==> src/rtl/hdmi_line_reader_if.sv <==
// Signal bundle between the HDMI line reader, its line-buffer RAM and the pixel timing logic.
// The timing/RAM side uses the master modport; the line reader uses the slave modport.
interface hdmi_line_reader_if;
    logic        lineStart;
    logic        pixelEnable;
    logic [31:0] ramData;
    logic [8:0]  readAddress;
    logic [23:0] pixelRgb;
    logic        pixelValid;
    logic        ready;
    logic        underrun;

    modport master (
        output lineStart,
        output pixelEnable,
        output ramData,
        input  readAddress,
        input  pixelRgb,
        input  pixelValid,
        input  ready,
        input  underrun
    );

    modport slave (
        input  lineStart,
        input  pixelEnable,
        input  ramData,
        output readAddress,
        output pixelRgb,
        output pixelValid,
        output ready,
        output underrun
    );
endinterface

==> src/rtl/hdmi_line_reader.sv <==
// Prefetches a line of packed RGB565 pixel pairs and streams them as horizontally doubled RGB888.
// Define HDMI_HALFWORD_SWAP_EN to emit the upper halfword of each word before the lower one.
module hdmi_line_reader #(
    parameter int WORDS_PER_LINE = 320
) (
    input  logic              clock,
    input  logic              reset,
    hdmi_line_reader_if.slave bus
);
    typedef enum logic [2:0] {IDLE, FETCH0, FETCH1, FETCH2, ACTIVE, DONE} state_t;

    localparam logic [8:0] LAST_ADDR     = 9'(WORDS_PER_LINE - 1);
    localparam logic [8:0] PREFETCH_ADDR = (WORDS_PER_LINE > 2) ? 9'd2 : LAST_ADDR;

    state_t      state_q, state_d;
    logic [8:0]  read_addr_q, read_addr_d;
    logic [23:0] pixel_rgb_q, pixel_rgb_d;
    logic        pixel_valid_q, pixel_valid_d;
    logic        ready_q, ready_d;
    logic        underrun_q, underrun_d;
    logic [31:0] cur_word_q, cur_word_d;
    logic [31:0] next_word_q, next_word_d;
    logic [8:0]  word_cnt_q, word_cnt_d;
    logic [1:0]  phase_q, phase_d;
    logic        fetch_pend_q, fetch_pend_d;
    logic [15:0] cur_pixel;
    logic        fetch_ok;

    function automatic logic [23:0] rgb565_to_888(input logic [15:0] p);
        return {p[15:11], p[15:13], p[10:5], p[10:9], p[4:0], p[4:2]};
    endfunction

    // Phases 0/1 repeat the first halfword, phases 2/3 the second one.
    always_comb begin
        cur_pixel = cur_word_q[15:0];
`ifdef HDMI_HALFWORD_SWAP_EN
        cur_pixel = phase_q[1] ? cur_word_q[15:0] : cur_word_q[31:16];
`else
        cur_pixel = phase_q[1] ? cur_word_q[31:16] : cur_word_q[15:0];
`endif
    end

    // readAddress runs two words ahead of curWord until it reaches the last word of the line.
    assign fetch_ok = ({1'b0, word_cnt_q} + 10'd2) <= {1'b0, LAST_ADDR};

    always_comb begin
        state_d       = state_q;
        read_addr_d   = read_addr_q;
        pixel_rgb_d   = pixel_rgb_q;
        pixel_valid_d = 1'b0;
        ready_d       = ready_q;
        underrun_d    = underrun_q;
        cur_word_d    = cur_word_q;
        next_word_d   = next_word_q;
        word_cnt_d    = word_cnt_q;
        phase_d       = phase_q;
        fetch_pend_d  = 1'b0;

        if (fetch_pend_q) begin
            next_word_d = bus.ramData;
        end

        unique case (state_q)
            FETCH0: begin
                read_addr_d = 9'd1;
                state_d     = FETCH1;
            end
            FETCH1: begin
                cur_word_d  = bus.ramData;
                read_addr_d = PREFETCH_ADDR;
                state_d     = FETCH2;
            end
            FETCH2: begin
                next_word_d = bus.ramData;
                ready_d     = 1'b1;
                state_d     = ACTIVE;
            end
            default: ;
        endcase

        if (bus.pixelEnable) begin
            pixel_valid_d = 1'b1;
            if (state_q == ACTIVE && !bus.lineStart) begin
                pixel_rgb_d = rgb565_to_888(cur_pixel);
                if (phase_q == 2'd3) begin
                    phase_d = 2'd0;
                    if (word_cnt_q == LAST_ADDR) begin
                        state_d = DONE;
                        ready_d = 1'b0;
                    end else begin
                        cur_word_d = next_word_q;
                        word_cnt_d = word_cnt_q + 9'd1;
                        if (fetch_ok) begin
                            fetch_pend_d = 1'b1;
                            if (read_addr_q < LAST_ADDR) begin
                                read_addr_d = read_addr_q + 9'd1;
                            end
                        end
                    end
                end else begin
                    phase_d = phase_q + 2'd1;
                end
            end else begin
                pixel_rgb_d = 24'd0;
                underrun_d  = 1'b1;
            end
        end

        // A new line always wins, whatever the reader was doing.
        if (bus.lineStart) begin
            state_d      = FETCH0;
            read_addr_d  = 9'd0;
            word_cnt_d   = 9'd0;
            phase_d      = 2'd0;
            ready_d      = 1'b0;
            fetch_pend_d = 1'b0;
        end
    end

    always_ff @(posedge clock) begin
        if (reset) begin
            state_q       <= IDLE;
            read_addr_q   <= 9'd0;
            pixel_rgb_q   <= 24'd0;
            pixel_valid_q <= 1'b0;
            ready_q       <= 1'b0;
            underrun_q    <= 1'b0;
            cur_word_q    <= 32'd0;
            next_word_q   <= 32'd0;
            word_cnt_q    <= 9'd0;
            phase_q       <= 2'd0;
            fetch_pend_q  <= 1'b0;
        end else begin
            state_q       <= state_d;
            read_addr_q   <= read_addr_d;
            pixel_rgb_q   <= pixel_rgb_d;
            pixel_valid_q <= pixel_valid_d;
            ready_q       <= ready_d;
            underrun_q    <= underrun_d;
            cur_word_q    <= cur_word_d;
            next_word_q   <= next_word_d;
            word_cnt_q    <= word_cnt_d;
            phase_q       <= phase_d;
            fetch_pend_q  <= fetch_pend_d;
        end
    end

    assign bus.readAddress = read_addr_q;
    assign bus.pixelRgb    = pixel_rgb_q;
    assign bus.pixelValid  = pixel_valid_q;
    assign bus.ready       = ready_q;
    assign bus.underrun    = underrun_q;
endmodule

==> src/flat_wrapper.sv <==
// flat-port wrapper written by rule: the top's interface ports become plain ports
module hdmi_line_reader_flat 
#(
    parameter int WORDS_PER_LINE = 320
)
  (clock, reset, bus_lineStart, bus_pixelEnable, bus_ramData, bus_readAddress, bus_pixelRgb, bus_pixelValid, bus_ready, bus_underrun);
  hdmi_line_reader_if bus_i ();
  input  logic clock;
  input  logic reset;
  input wire logic [$bits(bus_i.lineStart)-1:0] bus_lineStart;
  input wire logic [$bits(bus_i.pixelEnable)-1:0] bus_pixelEnable;
  input wire logic [$bits(bus_i.ramData)-1:0] bus_ramData;
  output wire logic [$bits(bus_i.readAddress)-1:0] bus_readAddress;
  output wire logic [$bits(bus_i.pixelRgb)-1:0] bus_pixelRgb;
  output wire logic [$bits(bus_i.pixelValid)-1:0] bus_pixelValid;
  output wire logic [$bits(bus_i.ready)-1:0] bus_ready;
  output wire logic [$bits(bus_i.underrun)-1:0] bus_underrun;
  assign bus_i.lineStart = bus_lineStart;
  assign bus_i.pixelEnable = bus_pixelEnable;
  assign bus_i.ramData = bus_ramData;
  assign bus_readAddress = bus_i.readAddress;
  assign bus_pixelRgb = bus_i.pixelRgb;
  assign bus_pixelValid = bus_i.pixelValid;
  assign bus_ready = bus_i.ready;
  assign bus_underrun = bus_i.underrun;
  hdmi_line_reader #(.WORDS_PER_LINE(WORDS_PER_LINE)) u_core (.clock(clock), .reset(reset), .bus(bus_i));
endmodule
==> config.mk <==
export PLATFORM = sky130hd
export DESIGN_NAME = hdmi_line_reader_flat
export DESIGN_NICKNAME = d
export VERILOG_FILES = /design/src/rtl/hdmi_line_reader_if.sv /design/src/rtl/hdmi_line_reader.sv /design/src/flat_wrapper.sv
export SDC_FILE = /design/constraint.sdc
export NUM_CORES = 1
export LEC_CHECK = 0
export ABC_AREA = 1
export ABC_CLOCK_PERIOD_IN_PS = 2400
export CORE_MARGIN = 5
export CORE_UTILIZATION = 57
export DETAILED_ROUTE_END_ITERATION = 8
export PLACE_DENSITY = 0.83
export SLEW_MARGIN = 20
export SYNTH_ARGS = -nofsm -noshare
export SYNTH_HDL_FRONTEND = slang
export SYNTH_SLANG_ARGS = --single-unit
==> constraint.sdc <==
create_clock -name clock -period 2.4 [get_ports clock]
set_input_delay 0.24 -clock clock [delete_from_list [all_inputs] [get_ports clock]]
set_output_delay 0.24 -clock clock [all_outputs]
set_load 0.005 [all_outputs]
==> results of run 1 <==
## power groups by stage
stage / clock [W] / sequential (W) / combinational, W
4_1_cts: 0.00104 / 0.00181 / 0.000206
6_report: 0.00102 / 0.00181 / 0.000206
5_1_grt: 0.00111 / 0.00182 / 0.000229
2_1_floorplan: 0 / 0.00185 / 0.0000999
3_5_place_dp: 0 / 0.00185 / 0.000205
3_3_place_gp: 0 / 0.00185 / 0.000200
## logic make-up (layout without fill, tap and decap cells)
group | Yosys count | count (layout) | share of synthesized area
xor gates and xnor gates | 8 | 8 | 0.01458
DFF | 107 | 107 | 0.4458
adders and majority gates | 5 | 5 | 0.01302
AOI/OAI and AO/OA | 209 | 209 | 0.2216
buffers and inverters | 122 | 172 | 0.1091
and+or+nand+nor | 223 | 223 | 0.1958
## worst max-delay path by stage
stage / start / endpoint / slack, ns / cells past startpoint
final: u_core.state_q[2] / u_core.bus.readAddress[8] / 0.42 / 6
after global placement: bus_lineStart / u_core.cur_word_q[12] / 0.39 / 9
after detailed placement: bus_lineStart / u_core.bus.readAddress[7] / 0.28 / 9
after floorplan: u_core.word_cnt_q[0] / u_core.cur_word_q[23] / 0.82 / 8
after CTS: u_core.state_q[2] / u_core.bus.readAddress[2] / 0.44 / 6
after global routing: u_core.state_q[1] / u_core.bus.readAddress[3] / 0.26 / 7
## area by class of cell
cell class	count	area (sq um)
Timing Repair Buffer	81	798.3
Tap cell	105	131.4
Multi-Input combinational cell	445	2143
Inverter	75	281.5
Sequential cell	107	2142
Fill cell	693	2541
Clock buffer	11	141.4
Clock inverter	5	37.54
## stage by stage
stage               instance area (sq um)  std cells  worst slack, ns
CTS                                  5675        829           0.4432
floorplan                            4805        674           0.8246
global route                         5675        829           0.2579
global placement                     5497        813           0.3899
detailed placement                   5497        813           0.2799
finish                               5675        829           0.4227
## layout by cell type, fill, tap and decap left out, drive strengths merged
cell             n
buf             10
a21oi          101
clkbuf          11
a211oi           1
nand4            9
o211a            2
o21bai           1
nor2            39
nand3           14
nor3             4
and3             1
or2              1
clkinvlp         2
inv             74
ha               5
xnor2            1
nand2          155
xor2             7
clkdlybuf4s50   71
clkinv           4
o21ai          104
dfxtp          107
## registers in the layout, indices dropped and copies added, names as in the netlist
register	flops
u_core.cur_word_q	32
u_core.state_q	3
u_core.bus.readAddress	9
u_core.bus.ready	1
u_core.word_cnt_q	9
u_core.bus.pixelValid	1
u_core.phase_q	2
u_core.fetch_pend_q	1
u_core.next_word_q	32
u_core.bus.pixelRgb	16
u_core.bus.underrun	1
## routing by layer
metal,global-route usage,vias to the layer above,share of wire
li1,-,2255,-
met1,0.2843,2023,0.43
met2,0.3954,120,0.49
met3,0.04027,26,0.053
met4,0.1060,0,0.029
met5,0,-,0
## worst max-delay path: stages (launching register included)
cell and delay, ns:
sky130_fd_sc_hd__dfxtp_1 0.39, sky130_fd_sc_hd__nor3_4 0.22, sky130_fd_sc_hd__clkinv_1 0.56, sky130_fd_sc_hd__nand2_1 0.47
sky130_fd_sc_hd__nor2_1 0.08, sky130_fd_sc_hd__nand2_1 0.07, sky130_fd_sc_hd__a21oi_1 0.06
==> impl.org, run 1 <==
** Yosys
- Flop and latch count out of synthesis :: 107
- Of all flip-flops after synthesis, the portion carrying an async set or reset was 0.
- When the netlist entered floorplanning its net count stood at 715.
- Synthesized area per cell :: 7.128 sq um
- The cell count after synthesis came out at 674.
- Of the synthesized area, sequential elements account for 0.4458.
- Summed over all instances, the cell type with the most area after synthesis is sky130_fd_sc_hd__dfxtp_1.
- Netlist cell types :: 31
- Counting flops with a built-in enable in the synthesized netlist gives 0.
- By count the netlist is led by 153 x sky130_fd_sc_hd__nand2_1, 107 x sky130_fd_sc_hd__dfxtp_1, 102 x sky130_fd_sc_hd__o21ai_0.
- Largest cells by area after synthesis :: sky130_fd_sc_hd__dfxtp_1 45%, sky130_fd_sc_hd__nand2_1 12%, sky130_fd_sc_hd__o21ai_0 11%, sky130_fd_sc_hd__a21oi_1 10%, sky130_fd_sc_hd__inv_1 5.5%
- Of the post-synthesis cell area, the dominant cell type holds 0.4458.
- Among all flip-flop cells after synthesis, the most frequent one is sky130_fd_sc_hd__dfxtp_1.
- The Yosys step of the flow raised 0 warnings.
- Netlist area before placement :: 4805 sq um
- Among all cell types in the netlist, the one instantiated most often is sky130_fd_sc_hd__nand2_1.

** Power and ir drop
- The share of total power dissipated in combinational logic is 0.068.
- Leakage power total :: 2.054 nW
- Across the VDD grid, the largest voltage drop is 0.3865 mV.
- Net switching power figure :: 0.0007367 W
- Switching fraction of total power :: 0.2422
- The share of total power dissipated in sequential elements is 0.596.
- The internal power of the cells totals 0.002306 W.
- Of the total power, the clock network draws 0.336.
- Power per Cell Area :: 536.1 nW/um^2
- Power comes to 0.003042 W.

** Clock network
- In this run the deepest clock path goes through 2 buffers.
- Buffers inserted to repair hold after CTS numbered 0.
- Post-CTS setup-driven buffer insertion count :: 0
- # H-tree levels :: 3
- Clock-pin slew was measured on the worst setup and hold paths at 0.10 ns.
- Post-cts sizing count :: 0
- Skew-Pair Late Insertion Delay :: 0.37 ns
- TritonCTS built the clock tree.
- CTS saw 107 sinks.
- Clock tree synthesis selected as its root buffer the cell sky130_fd_sc_hd__clkbuf_8.
- Counting the buffers created by CTS gives 9.

** STA
- Between clock sinks in the finished design, the worst skew comes to 0.007557 ns.
- Remaining max-slew budget at the tightest pin :: 0.5550
- Setup total negative slack on the finished layout was measured at 0 ns.
- Hold violation total from the final report :: 0
- Dividing the final minimum period by the clock period gives 0.8239.
- For this run, the top clock speed supported by timing is 0.5057 GHz.
- Worst hold slack :: 0.4577 ns
- Final number of max-transition violations :: 0
- Finish-stage setup viols :: 0
- At the pin with the least slew margin, the transition time is 0.6634 ns.
- Setup repair after global routing left no endpoint under its margin.
- The worst path needs 1.977 ns of the cycle, external delays included.

** Floorplanning
- Measured along the y axis, the die boundary spans 101.8 um.
- The floorplan step defined a die boundary enclosing 10370 sq um.
- I/O pin count :: 72
- Row generation in the floorplan step produced 33 rows.
- Placeable Area :: 8217 sq um
- The initial utilization of the core area, before any placement, comes to 0.5847.
- The die is 101.8 um wide.

** Min path
- Hold Crit Endpoint :: u_core.cur_word_q[14]
- Along the worst hold path, the cell count comes to 2.
- The path class of the tightest hold or removal check is flop to flop.
- Startpoint of the worst hold path :: u_core.next_word_q[14]

** Setup path
- Largest driver fanout on the critical path :: 19
- Arrival time worst endpoint :: 2.23 ns
- Kind of critical path :: flop to flop
- STA classifies the critical path startpoint as a flop.
- The worst register-to-register path has a depth of 6.
- Startpoint of the worst register-to-register path :: u_core.state_q[2]
- R2R setup slack :: 0.42 ns
- For the worst setup path, the data required time is 2.65 ns.
- RR Endpoint :: u_core.bus.readAddress[8]
- STA classifies the critical path endpoint as a flop.

** Detailed routing
- Average vias per placed instance :: 5.337
- Number of DRC markers after the initial detailed-route iteration :: 253
- The detail route stage leaves a number of antenna-violating nets equal to 0.
- In the routed design, unresolved DRC markers number 0.
- The pre-antenna-repair detailed-routing pass consisted of 6 iterations.
- Final WL :: 11540 um
- Dividing the detail-routed wire length by the instance count gives 13.92 um.
- Total vias in the final route :: 4424

** Layout
- Synth-to-layout area growth :: 18.12%
- The number of antenna diodes in the final layout is 0.
- In the final layout, the share of cells above drive strength 1 is 0.05525.
- Number of nets in the final layout :: 760
- At the end of the flow the core is filled with cells to 0.6907.

** Placement
- GPL Wtd Cong :: 0.8834
- Number of port buffers :: 71
- Post-detailed-placement half-perimeter wirelength :: 7897 um

** Global route
- Entering global routing, the biggest net connects 65 pins.
- Wire length of the first global-routing pass :: 19160 um
- The number of global-route vias before repair is 4230.
- Number of antenna violations at the first check in global routing :: 0
- In the global route stage, overall resource usage came out at 0.2310.
- Overall overflow remaining after global route :: 0

** Job
- Max-cap viol count :: 0

** Status
- The run finished with clean final reports.
Power figures use the tool's default switching activity.
==> run 2: changes to the inputs <==
--- a/config.mk
+++ b/config.mk
@@ -6,11 +6,11 @@
 export NUM_CORES = 1
 export LEC_CHECK = 0
 export ABC_AREA = 1
-export ABC_CLOCK_PERIOD_IN_PS = 2400
+export ABC_CLOCK_PERIOD_IN_PS = 1700
 export CORE_MARGIN = 5
-export CORE_UTILIZATION = 57
+export CORE_UTILIZATION = 49
 export DETAILED_ROUTE_END_ITERATION = 8
-export PLACE_DENSITY = 0.83
+export PLACE_DENSITY = 0.76
 export SLEW_MARGIN = 20
 export SYNTH_ARGS = -nofsm -noshare
 export SYNTH_HDL_FRONTEND = slang
==> constraint.sdc (replaced) <==
create_clock -name clock -period 1.7 [get_ports clock]
set_input_delay 0.17 -clock clock [delete_from_list [all_inputs] [get_ports clock]]
set_output_delay 0.17 -clock clock [all_outputs]
set_load 0.005 [all_outputs]
==> run 2 against run 1 <==
Against the previous run: sequential share of layout area is 2.6 points lower; clock skew rose by 0.0059 ns; setup slack worse by 0.33 ns; critical path depth grew 2; clock-buffer cell count up 1; sequential cell count is the same; clock power grew 53%; routed wire length increased by 6.1%; power grew 46%; largest power group unchanged.
==> impl.org, run 2 (same netlist as run 1, synthesis figures left out) <==
** Status
- Status: complete, no violations (unchanged).

** Floorplanning
- Initial core utilization :: 0.4961 (was 0.5847)
- The count of pins on the block boundary came to 72 (unchanged).
- Area enclosed by the die boundary :: 11890 sq um (was 10370 sq um)
- The die height was 109.0 um (was 101.8 um).
- Number of rows in the core area :: 36 (was 33)
- The die width was 109.0 um (was 101.8 um).
- The core area came to 9684 sq um (was 8217 sq um).

** Layout
- The post-layout instance count excluding filler cells is 885 (was 829).
- The antenna cell count is 0 (unchanged).
- Most frequent cells in the layout :: 151 x sky130_fd_sc_hd__nand2_1, 106 x sky130_fd_sc_hd__dfxtp_1, 100 x sky130_fd_sc_hd__a21oi_1 (was 153 x sky130_fd_sc_hd__nand2_1, 107 x sky130_fd_sc_hd__dfxtp_1, 102 x sky130_fd_sc_hd__o21ai_0)
- Most common cell after layout, fill and taps aside :: sky130_fd_sc_hd__nand2_1 (unchanged)
- Number of nets in the final layout :: 789 (was 760)
- The layout-stage area growth over the synthesis result was 26.77% (was 18.12%).
- Fraction of layout instances using a drive strength above 1 :: 0.09574 (was 0.05525)
- FILL cells :: 841 (was 693)
- The final standard cell area without fillers came to 6091 sq um (was 5675 sq um).

** Setup path
- The critical path class is flop to flop (unchanged).
- The critical path endpoint category is a flop (unchanged).
- Ordered list of cells on the worst path: nor2_1 > nand3_1 > nor3_4 > nor2_4 > buf_6 > buf_12 > o21ai_0 > a21oi_1 (was nor3_4 > clkinv_1 > nand2_1 > nor2_1 > nand2_1 > a21oi_1).
- Largest driver fanout on the critical path :: 8 (was 19)
- Worst Path Required :: 1.94 ns (was 2.65 ns)
- Largest stage delay, worst path :: 0.38 ns (was 0.56 ns)
- The number of cells on the worst reg-to-reg path came to 8 (was 6).
- The arrival time reported for the critical path endpoint is 1.86 ns (was 2.23 ns).
- The cell with the biggest individual delay on the critical path is sky130_fd_sc_hd__dfxtp_1 (was sky130_fd_sc_hd__clkinv_1).
- Critical path startpoint category :: flop (unchanged)

** Detailed routing
- Final WL :: 12240 um (was 11540 um)
- The remaining antenna violation count was 0 (unchanged).
- Total vias in the final route :: 4577 (was 4424)
- Average vias per placed instance :: 5.172 (was 5.337)
- The post-detailed-route DRC marker count is 0 (unchanged).
- The count of TritonRoute iterations in the first routing pass came to 5 (was 6).
- Number of DRC markers after the initial detailed-route iteration :: 401 (was 253)
- The detail-routed net length per standard cell was 13.83 um (was 13.92 um).

** Global route
- The number of antenna violations at the first check in global routing was 0 (unchanged).
- Maximum number of pins on one net before global-route repair :: 65 (unchanged)
- The total congestion overflow after global routing came to 0 (unchanged).
- The first-pass GRT wire length was 19680 um (was 19160 um).
- Vias in the first global route :: 4212 (was 4230)
- Overall routing resource usage :: 0.2049 (was 0.2310)

** STA
- The worst clock skew came to 0.01348 ns (was 0.007557 ns).
- Hold violation total from the final report :: 0 (unchanged)
- The maximum clock frequency was 0.6206 GHz (was 0.5057 GHz).
- The slew at the pin closest to its max-slew limit came to 0.6933 ns (was 0.6634 ns).
- Final number of max-transition violations :: 0 (unchanged)
- Final min period :: 1.611 ns (was 1.977 ns)
- The post-route worst setup slack is 0.08864 ns (was 0.4227 ns).
- The final setup violation count came to 0 (unchanged).
- The remaining max-slew budget at the tightest pin is 0.5361 (was 0.5550).
- The period utilization came to 0.9479 (was 0.8239).

** Power and ir drop
- The leakage power is 2.273 nW (was 2.054 nW).
- Power per Cell Area :: 728.5 nW/um^2 (was 536.1 nW/um^2)
- IR Drop Worst-Case VDD :: 0.4812 mV (was 0.3865 mV)
- The overall power after layout came to 0.004437 W (was 0.003042 W).

** Job
- The number of max-cap violations was 0 (unchanged).

** Clock network
- Maximum clock insertion buffer count :: 2 (unchanged)
- Hold-fix buffers at CTS :: 0 (unchanged)
- The clock tree from TritonCTS was yes (unchanged).
- # H-tree levels :: 3 (unchanged)
- Skew-Pair Late Insertion Delay :: 0.36 ns (was 0.37 ns)
- Clock tree root driver cell :: sky130_fd_sc_hd__clkbuf_8 (unchanged)
- The total CTS buffers was 9 (unchanged).
- The count of clock tree sinks is 107 (unchanged).
- Clock Pin Slew Worst Setup and Hold Paths :: 0.09 ns (was 0.10 ns)

** Placement
- The instance area after placement came to 5742 sq um (was 5497 sq um).
- The number of port buffers was 71 (unchanged).
- Setup slack after placement :: -0.1989 ns (was 0.2799 ns)
- Post-detailed-placement half-perimeter wirelength :: 8366 um (was 7897 um)
- GPL Wtd Cong :: 0.8039 (was 0.8834)
- The total placed cells including tap cells is 859 (was 813).

** Min path
- Hold crit path type :: flop to flop (unchanged)
- The worst hold path cell count came to 2 (unchanged).
[run 2: final timing paths]
kind                     startpoint                     end  slack, ns
max            u_core.word_cnt_q[6]    u_core.cur_word_q[8]       0.09
min reg2reg  u_core.next_word_q[18]  u_core.next_word_q[18]       0.46
max reg2reg    u_core.word_cnt_q[6]    u_core.cur_word_q[8]       0.09
min          u_core.next_word_q[18]  u_core.next_word_q[18]       0.46
[run 2: worst max-delay path, delay by kind of cell, from the launching register on]
family	cells	cell delay, ns
AND/OR/NAND/NOR	4	0.59
buffers and inverters	2	0.28
flip-flops	1	0.38
AO/OA/AOI/OAI	2	0.24
[run 2: stage by stage]
stage | hold WS (ns) | TNS [ns] | utilization
floorplan | 0.3136 | 0 | -
global placement | 0.4357 | -5.049 | 0.5929
detailed placement | 0.4426 | -6.276 | 0.5929
CTS | 0.4502 | 0 | 0.6147
global route | 0.4640 | -0.03455 | 0.6289
finish | 0.4560 | 0 | 0.6289
[run 2: power by group]
group	internal, W	switching, W
sequential	0.00254	0.0000156
combinational	0.000153	0.000166
clock	0.000725	0.000836
[run 2: what timing repair did]
item | in CTS | in global routing
cloned | 0 | 2
gates resized for setup | 4 | 14
endpoints found under the setup margin | 21 | 49
pin swaps | 0 | 4
buffers inserted | 0 | 9
[run 2: area by class of cell]
cell class / count / area [sq um] / area share
clock buffers: 12 / 145.1 / 0.02383
well taps: 133 / 166.4 / 0.02732
flip-flops and latches: 107 / 2143 / 0.3519
clock inverters: 3 / 47.55 / 0.007806
inverters: 75 / 281.5 / 0.04622
repair buffers: 109 / 1117 / 0.1834
multi-input cells: 446 / 2190 / 0.3595
[run 2: routing by layer]
layer,GRT usage,part of all wire,vias to the layer above,wire length [um]
li1,-,-,2322,-
met1,0.2591,0.43,2124,5267
met2,0.3588,0.50,113,6103
met3,0.03316,0.049,18,601
met4,0.05951,0.022,0,268
met5,0,0,-,0
==> run 3: changes to the inputs <==
==> constraint.sdc (replaced) <==
create_clock -name clock -period 1.7 [get_ports clock]
set_input_delay 0.17 -clock clock [delete_from_list [all_inputs] [get_ports clock]]
set_output_delay 0.17 -clock clock [all_outputs]
set_load 0.01 [all_outputs]
==> results of run 3 <==
Same layout as run 2 (identical final DEF). Status: complete, no violations.
Among the figures that moved: total power 0.004437 W -> 0.004439 W
